### src/rtl/drw_pkg.sv
// Shared definitions for the drawing-engine VRAM read-port arbiter.
package drw_pkg;

  typedef enum logic [1:0] {
    ARB_IDLE = 2'd0,
    ARB_ADDR = 2'd1,
    ARB_DATA = 2'd2
  } arb_state_t;

  localparam logic [2:0] ARSIZE_4B    = 3'b010;
  localparam logic [1:0] RRESP_OKAY   = 2'b00;
  localparam logic [1:0] RRESP_SLVERR = 2'b10;

endpackage

### src/rtl/drw_rd_arb_pick.sv
// Round-robin grant selector with a last-owner register.
// Only built when DRW_RD_ARB_RR_EN is defined; the default build uses
// fixed priority inline in drw_axi_rd_arb.
`ifdef DRW_RD_ARB_RR_EN
module drw_rd_arb_pick (
  input  logic i_clk,
  input  logic i_arst,
  input  logic i_srst,
  input  logic i_req0,
  input  logic i_req1,
  input  logic i_take,
  output logic o_pick
);

  logic r_last;

  // On contention favour the master that did not own the previous transaction
  always_comb begin
    o_pick = 1'b0;
    if (i_req0 && i_req1) o_pick = ~r_last;
    else if (i_req1)      o_pick = 1'b1;
  end

  // Last owner resets to 1 so master 0 wins the first contended grant
  always_ff @(posedge i_clk or posedge i_arst) begin
    if (i_arst)      r_last <= 1'b1;
    else if (i_srst) r_last <= 1'b1;
    else if (i_take) r_last <= o_pick;
  end

endmodule
`endif

### src/rtl/drw_axi_rd_arb.sv
// Two-master arbiter for the single VRAM AXI read port.
// Master 0: display read engine, master 1: drawing VRAM read controller.
// One outstanding transaction; R beats are steered to the owner until RLAST.
// Optional macro DRW_RD_ARB_RR_EN selects round-robin instead of fixed priority.
module drw_axi_rd_arb
  import drw_pkg::*;
#(
  parameter int unsigned ADDR_W = 32,
  parameter int unsigned DATA_W = 32,
  parameter int unsigned LEN_W  = 8
) (
  input  logic              ACLK,
  input  logic              ARST,
  input  logic              RST,
  input  logic              M0_ARVALID,
  input  logic [ADDR_W-1:0] M0_ARADDR,
  input  logic [LEN_W-1:0]  M0_ARLEN,
  output logic              M0_ARREADY,
  output logic              M0_RVALID,
  output logic              M0_RLAST,
  output logic [DATA_W-1:0] M0_RDATA,
  input  logic              M0_RREADY,
  input  logic              M1_ARVALID,
  input  logic [ADDR_W-1:0] M1_ARADDR,
  input  logic [LEN_W-1:0]  M1_ARLEN,
  output logic              M1_ARREADY,
  output logic              M1_RVALID,
  output logic              M1_RLAST,
  output logic [DATA_W-1:0] M1_RDATA,
  input  logic              M1_RREADY,
  output logic              S_ARVALID,
  output logic [ADDR_W-1:0] S_ARADDR,
  output logic [LEN_W-1:0]  S_ARLEN,
  output logic [2:0]        S_ARSIZE,
  input  logic              S_ARREADY,
  input  logic              S_RVALID,
  input  logic              S_RLAST,
  input  logic [DATA_W-1:0] S_RDATA,
  input  logic [1:0]        S_RRESP,
  output logic              S_RREADY,
  output logic              GNT,
  output logic              BUSY,
  output logic              ERR
);

  arb_state_t       r_state;
  arb_state_t       w_next;
  logic             r_gnt;
  logic             r_err;
  logic [LEN_W-1:0] r_len;
  logic [LEN_W:0]   r_cnt;
  logic             w_any_req;
  logic             w_pick;
  logic             w_rready_sel;
  logic             w_r_hs;
  logic             w_ar_hs;
  logic             w_len_match;
  logic             w_beat_err;

  assign w_any_req    = M0_ARVALID | M1_ARVALID;
  assign w_rready_sel = r_gnt ? M1_RREADY : M0_RREADY;
  assign w_ar_hs      = (r_state == ARB_ADDR) && S_ARREADY;
  assign w_r_hs       = (r_state == ARB_DATA) && S_RVALID && w_rready_sel;
  assign w_len_match  = (r_cnt == {1'b0, r_len});
  assign w_beat_err   = ((S_RRESP & RRESP_SLVERR) != 2'b00) ||
                        ( S_RLAST && !w_len_match) ||
                        (!S_RLAST &&  w_len_match);

`ifdef DRW_RD_ARB_RR_EN
  logic w_take;
  assign w_take = (r_state == ARB_IDLE) && w_any_req;

  drw_rd_arb_pick u_pick (
    .i_clk  (ACLK),
    .i_arst (ARST),
    .i_srst (RST),
    .i_req0 (M0_ARVALID),
    .i_req1 (M1_ARVALID),
    .i_take (w_take),
    .o_pick (w_pick)
  );
`else
  // Fixed priority: only consulted when some request is present
  assign w_pick = ~M0_ARVALID;
`endif

  // State register
  always_ff @(posedge ACLK or posedge ARST) begin
    if (ARST)     r_state <= ARB_IDLE;
    else if (RST) r_state <= ARB_IDLE;
    else          r_state <= w_next;
  end

  // Grant/length latch, beat counter and sticky error
  always_ff @(posedge ACLK or posedge ARST) begin
    if (ARST) begin
      r_gnt <= 1'b0;
      r_len <= '0;
      r_cnt <= '0;
      r_err <= 1'b0;
    end else if (RST) begin
      r_gnt <= 1'b0;
      r_len <= '0;
      r_cnt <= '0;
      r_err <= 1'b0;
    end else begin
      if ((r_state == ARB_IDLE) && w_any_req) begin
        r_gnt <= w_pick;
        r_len <= w_pick ? M1_ARLEN : M0_ARLEN;
      end
      if (w_ar_hs) r_cnt <= '0;
      if (w_r_hs) begin
        r_cnt <= r_cnt + {{LEN_W{1'b0}}, 1'b1};
        if (w_beat_err) r_err <= 1'b1;
      end
    end
  end

  // Next-state logic
  always_comb begin
    w_next = r_state;
    case (r_state)
      ARB_IDLE: if (w_any_req)           w_next = ARB_ADDR;
      ARB_ADDR: if (S_ARREADY)           w_next = ARB_DATA;
      ARB_DATA: if (w_r_hs && S_RLAST)   w_next = ARB_IDLE;
      default:                           w_next = ARB_IDLE;
    endcase
  end

  // Output steering per state
  always_comb begin
    S_ARVALID  = 1'b0;
    S_RREADY   = 1'b0;
    M0_ARREADY = 1'b0;
    M1_ARREADY = 1'b0;
    M0_RVALID  = 1'b0;
    M1_RVALID  = 1'b0;
    M0_RLAST   = 1'b0;
    M1_RLAST   = 1'b0;
    S_ARADDR   = r_gnt ? M1_ARADDR : M0_ARADDR;
    S_ARLEN    = r_gnt ? M1_ARLEN  : M0_ARLEN;
    S_ARSIZE   = ARSIZE_4B;
    M0_RDATA   = S_RDATA;
    M1_RDATA   = S_RDATA;
    GNT        = r_gnt;
    BUSY       = (r_state != ARB_IDLE);
    ERR        = r_err;
    case (r_state)
      ARB_ADDR: begin
        S_ARVALID  = 1'b1;
        M0_ARREADY = !r_gnt && S_ARREADY;
        M1_ARREADY =  r_gnt && S_ARREADY;
      end
      ARB_DATA: begin
        S_RREADY  = w_rready_sel;
        M0_RVALID = !r_gnt && S_RVALID;
        M1_RVALID =  r_gnt && S_RVALID;
        M0_RLAST  = !r_gnt && S_RLAST;
        M1_RLAST  =  r_gnt && S_RLAST;
      end
      default: ;
    endcase
  end

endmodule
### config.mk
export PLATFORM = sky130hd
export DESIGN_NAME = drw_axi_rd_arb
export DESIGN_NICKNAME = d
export VERILOG_FILES = /design/src/rtl/drw_pkg.sv /design/src/rtl/drw_rd_arb_pick.sv /design/src/rtl/drw_axi_rd_arb.sv
export SDC_FILE = /design/constraint.sdc
export NUM_CORES = 1
export LEC_CHECK = 0
export CAP_MARGIN = 20
export CORE_MARGIN = 3
export CORE_UTILIZATION = 29
export DETAILED_ROUTE_END_ITERATION = 16
export PLACE_DENSITY = 0.83
export SETUP_SLACK_MARGIN = 0.3
export SYNTH_ARGS = -nofsm -noshare
export SYNTH_HDL_FRONTEND = slang
export SYNTH_SLANG_ARGS = --single-unit
export TNS_END_PERCENT = 5
### constraint.sdc
create_clock -name ACLK -period 2.1 [get_ports ACLK]
set_input_delay 0.525 -clock ACLK [delete_from_list [all_inputs] [get_ports ACLK]]
set_output_delay 0.525 -clock ACLK [all_outputs]
set_load 0.01 [all_outputs]
==> reports/summary.log <==
qor: setup_path.reg_to_reg_critical_path_endpoint r_cnt[5]
qor: layout.drive_gt1_share 40.3%
qor: setup_path.worst_r2r_path_depth 7
qor: setup_path.startpoint GNT
qor: hold_path.hold_path_end r_cnt[8]
qor: setup_path.rrSetupSlack 230 ps
qor: floorplan.dieHeight 94 um
qor: logic_synthesis.ys_ff_latch 21
qor: route.detailroute.via_count 2120
qor: pwr.powerDensity 395 nW/um2
qor: timing.maxClockFrequency 0.484 GHz
qor: logic_synthesis.synth-edff-count 0
qor: hold_path.hold_depth 1
qor: floorplan.core 7370 um2
qor: run_status.status finished clean
qor: route.detail_route.first_pass.iterations 4
qor: setup_path.path_max_fanout 7
qor: pwr.p_int 0.00108 W
qor: placement.gp_congestion 0.867
qor: timing.setup_violations 0
qor: logic_synthesis.number_of_synthesis_warnings 0
qor: layout.flow.area_growth_from_synthesis 71.8%
qor: logic_synthesis.synth_common_cells sky130_fd_sc_hd__buf_4, sky130_fd_sc_hd__mux2_2, sky130_fd_sc_hd__dfrtp_1
qor: logic_synthesis.yosys.cell_count.top_type sky130_fd_sc_hd__buf_4
qor: clock_tree.clock_insertion_delay_worst_skew 260 ps
qor: clock_tree.cts-htree-levels 1
qor: timing.timing.final.hold_violations 0
qor: logic_synthesis.synth_ff_type sky130_fd_sc_hd__dfrtp_1
qor: route.finalWirelength 7890 um
qor: logic_synthesis.netlist.area_leader.share 23.4%
qor: global_routing.initial_antenna_violation_count 0
qor: clock_tree.cts_buffer_depth 2
qor: placement.total_placed_cells_including_tap_cells 434
qor: logic_synthesis.avgSynthCellArea 8.95 um2
qor: clock_tree.clockRootBuffer sky130_fd_sc_hd__clkbuf_8
qor: pwr.power_frac_seq 29.5%
qor: route.vias_per_cell 4.75
qor: logic_synthesis.ys_top_cells_by_area sky130_fd_sc_hd__dfrtp_1, sky130_fd_sc_hd__buf_4, sky130_fd_sc_hd__mux2_2
qor: hold_path.hold_path.class flop to flop
qor: route.drt_drc_violations_left 0
qor: logic_synthesis.synth.lib_cells_used.distinct 36
qor: flow_run.cap_violations 0
qor: route.post_drt_wl_per_cell 17.7 um
qor: timing.layout_worst_path_cycle_share 98.4%
qor: route.drtIter0Drc 91
qor: logic_synthesis.synth_top_cell_by_area sky130_fd_sc_hd__dfrtp_1
qor: pwr.p_sw_share 29.3%
qor: placement.port_buffers 141
qor: clock_tree.worst_setup_hold_path_clk_slew 70 ps
qor: layout.design.final.nets 473
qor: timing.layout_min_cycle_time 2070 ps
qor: floorplan.floorplan.die_area 8840 um2
qor: floorplan.fp.dieW 94 um
qor: timing.max_slew_margin 67.2%
qor: global_routing.grt_max_degree 22
qor: global_routing.number_of_global_route_vias_before_repair 2267
qor: clock_tree.cts.sink_count 21
qor: global_routing.grt_pass1_wl 11600 um
qor: layout.antennaDiodeCount 0
qor: floorplan.design.portCount 242
qor: floorplan.floorplan.initialDensity 30.5%
qor: setup_path.crit_arrival 1540 ps
qor: placement.place_hpwl 6160 um
qor: timing.clock-skew-final 1.34 ps
qor: clock_tree.cts_inserted_buffers 3
qor: logic_synthesis.async_reset_ff_share 100%
qor: timing.worst_slew_pin_slew 487 ps
qor: clock_tree.cts_tree done
qor: timing.grt_setup_unrepaired yes
qor: timing.fin_tns_setup 0 ps
qor: timing.worst_slack 34.0 ps
qor: setup_path.crit_required 1570 ps
qor: global_routing.global_route_congestion_overflow_total 0
qor: clock_tree.cts_hold_buf 0
qor: placement.post-place-ws -244 ps
qor: logic_synthesis.synth.cell_area 2250 um2
qor: setup_path.critical_path.reg2reg.startpoint GNT
qor: timing.slew_viol_final 0
qor: pwr.p_leak 1.85 nW
qor: logic_synthesis.ys_seq_area_share 23.4%
qor: floorplan.number_of_rows_created_at_floorplan 31
qor: pwr.combinationalPowerShare 53.1%
qor: pwr.peakVddDrop 0.167 mV
qor: hold_path.hp-start r_cnt[8]
qor: setup_path.timing.setup.critical_path_class flop to output port
qor: logic_synthesis.synthCells 251
qor: global_routing.gr-usage-all-layers 16.8%
qor: setup_path.worstSetupStartpointType flop
qor: pwr.clock_power_share 17.4%
qor: setup_path.crit_path_end_kind output port
qor: layout.final_cells 446
qor: pwr.power.switching 0.000447 W
qor: route.detail-route-antenna-nets 0
## area by class of cell
type | count | area [um2]
Clock buffer | 4 | 45.0
Fill cell | 665 | 3510
Inverter | 5 | 18.8
Multi-Input combinational cell | 147 | 1330
Sequential cell | 21 | 529
Tap cell | 99 | 124
Timing Repair Buffer | 170 | 1810
## cell families after synthesis
| group | count (synthesis) | share of synthesized area [%] |
|---|---|---|
| buffers and inverters | 84 | 25.7 |
| flip-flops | 21 | 23.4 |
| AND/OR/NAND/NOR | 53 | 12.1 |
| XOR/XNOR | 9 | 3.51 |
| multiplexers | 51 | 25.2 |
| AO/OA/AOI/OAI | 30 | 9.25 |
| adder cells (fa/ha/maj) | 1 | 0.557 |
| other | 2 | 0.334 |
## power by group through the flow
stage	Sequential (W)	Combinational, W	Clock, W
finish	0.000449	0.000810	0.000266
floorplan	0.000450	0.000395	0
global route	0.000453	0.000856	0.000286
detailed placement	0.000456	0.000677	0
global placement	0.000455	0.000668	0
CTS	0.000447	0.000711	0.000265
## routing by layer
layer | global-route usage [%] | share of wire [%] | wire length [um]
met4 | 3.73 | 1.5 | 121
met5 | 0 | 0 | 0
met2 | 33.3 | 56 | 4450
met3 | 6.09 | 9.2 | 729
met1 | 16.2 | 33 | 2590
## registers in the layout, indices dropped and copies added (netlist names)
register	count
r_state	2
r_cnt	9
ERR	1
r_len	8
GNT	1
## cell usage in the layout (no fill, tap or decap), types with 3 or more instances in the layout
cell and instances:
sky130_fd_sc_hd__nand2_1 14, sky130_fd_sc_hd__mux2i_1 9, sky130_fd_sc_hd__mux2_4 29, sky130_fd_sc_hd__o21ai_1 3
sky130_fd_sc_hd__dlymetal6s2s_1 15, sky130_fd_sc_hd__conb_1 3, sky130_fd_sc_hd__o31ai_1 8, sky130_fd_sc_hd__nor2_1 5
sky130_fd_sc_hd__inv_1 5, sky130_fd_sc_hd__dfrtp_1 18, sky130_fd_sc_hd__mux2_2 12, sky130_fd_sc_hd__a21oi_1 3
sky130_fd_sc_hd__o21ai_0 4, sky130_fd_sc_hd__nand3_1 6, sky130_fd_sc_hd__clkdlybuf4s50_1 78, sky130_fd_sc_hd__nor3_1 3
sky130_fd_sc_hd__a22o_1 3, sky130_fd_sc_hd__buf_4 18, sky130_fd_sc_hd__clkbuf_8 3, sky130_fd_sc_hd__dfrtp_2 3
sky130_fd_sc_hd__xor2_1 9, sky130_fd_sc_hd__clkdlybuf4s15_2 5, sky130_fd_sc_hd__and3_1 3, sky130_fd_sc_hd__nor4_1 3
sky130_fd_sc_hd__buf_6 42, sky130_fd_sc_hd__buf_16 3, sky130_fd_sc_hd__and3_4 3
## worst max-delay path: stages, from the launching register on
cell and delay [ps]:
sky130_fd_sc_hd__dfrtp_2 460, sky130_fd_sc_hd__buf_6 150, sky130_fd_sc_hd__buf_12 120, sky130_fd_sc_hd__buf_16 130, sky130_fd_sc_hd__mux2_4 300, sky130_fd_sc_hd__buf_6 120
## how the worst max path moves through the flow
stage,end,slack [ps],depth (start not counted)
finish,S_ARADDR[23],30,5
global route,S_ARADDR[13],-1,4
CTS,S_ARADDR[27],40,5
detailed placement,M0_RVALID,-240,4
global placement,M0_RVALID,-240,4
floorplan,S_ARADDR[15],320,3
## metrics by stage
step                total power (W)  hold WS [ps]  cell area [um2]  util [%]
floorplan                  0.000845           451             2250         -
global placement            0.00112           465             3400      46.1
detailed placement          0.00113           466             3400      46.1
CTS                         0.00142           486             3580      48.6
global route                0.00160           525             3860      52.4
finish                      0.00152           480             3860      52.4
## repair_timing
action / CTS / global route
gates resized for setup: 119 / 186
setup buffers: 5 / 0
endpoints found under the hold margin: 0 / 0
gates cloned: 3 / 0
setup endpoints to repair: 54 / 67
pin swaps: 0 / 7
(Power assumes the default switching activity.)
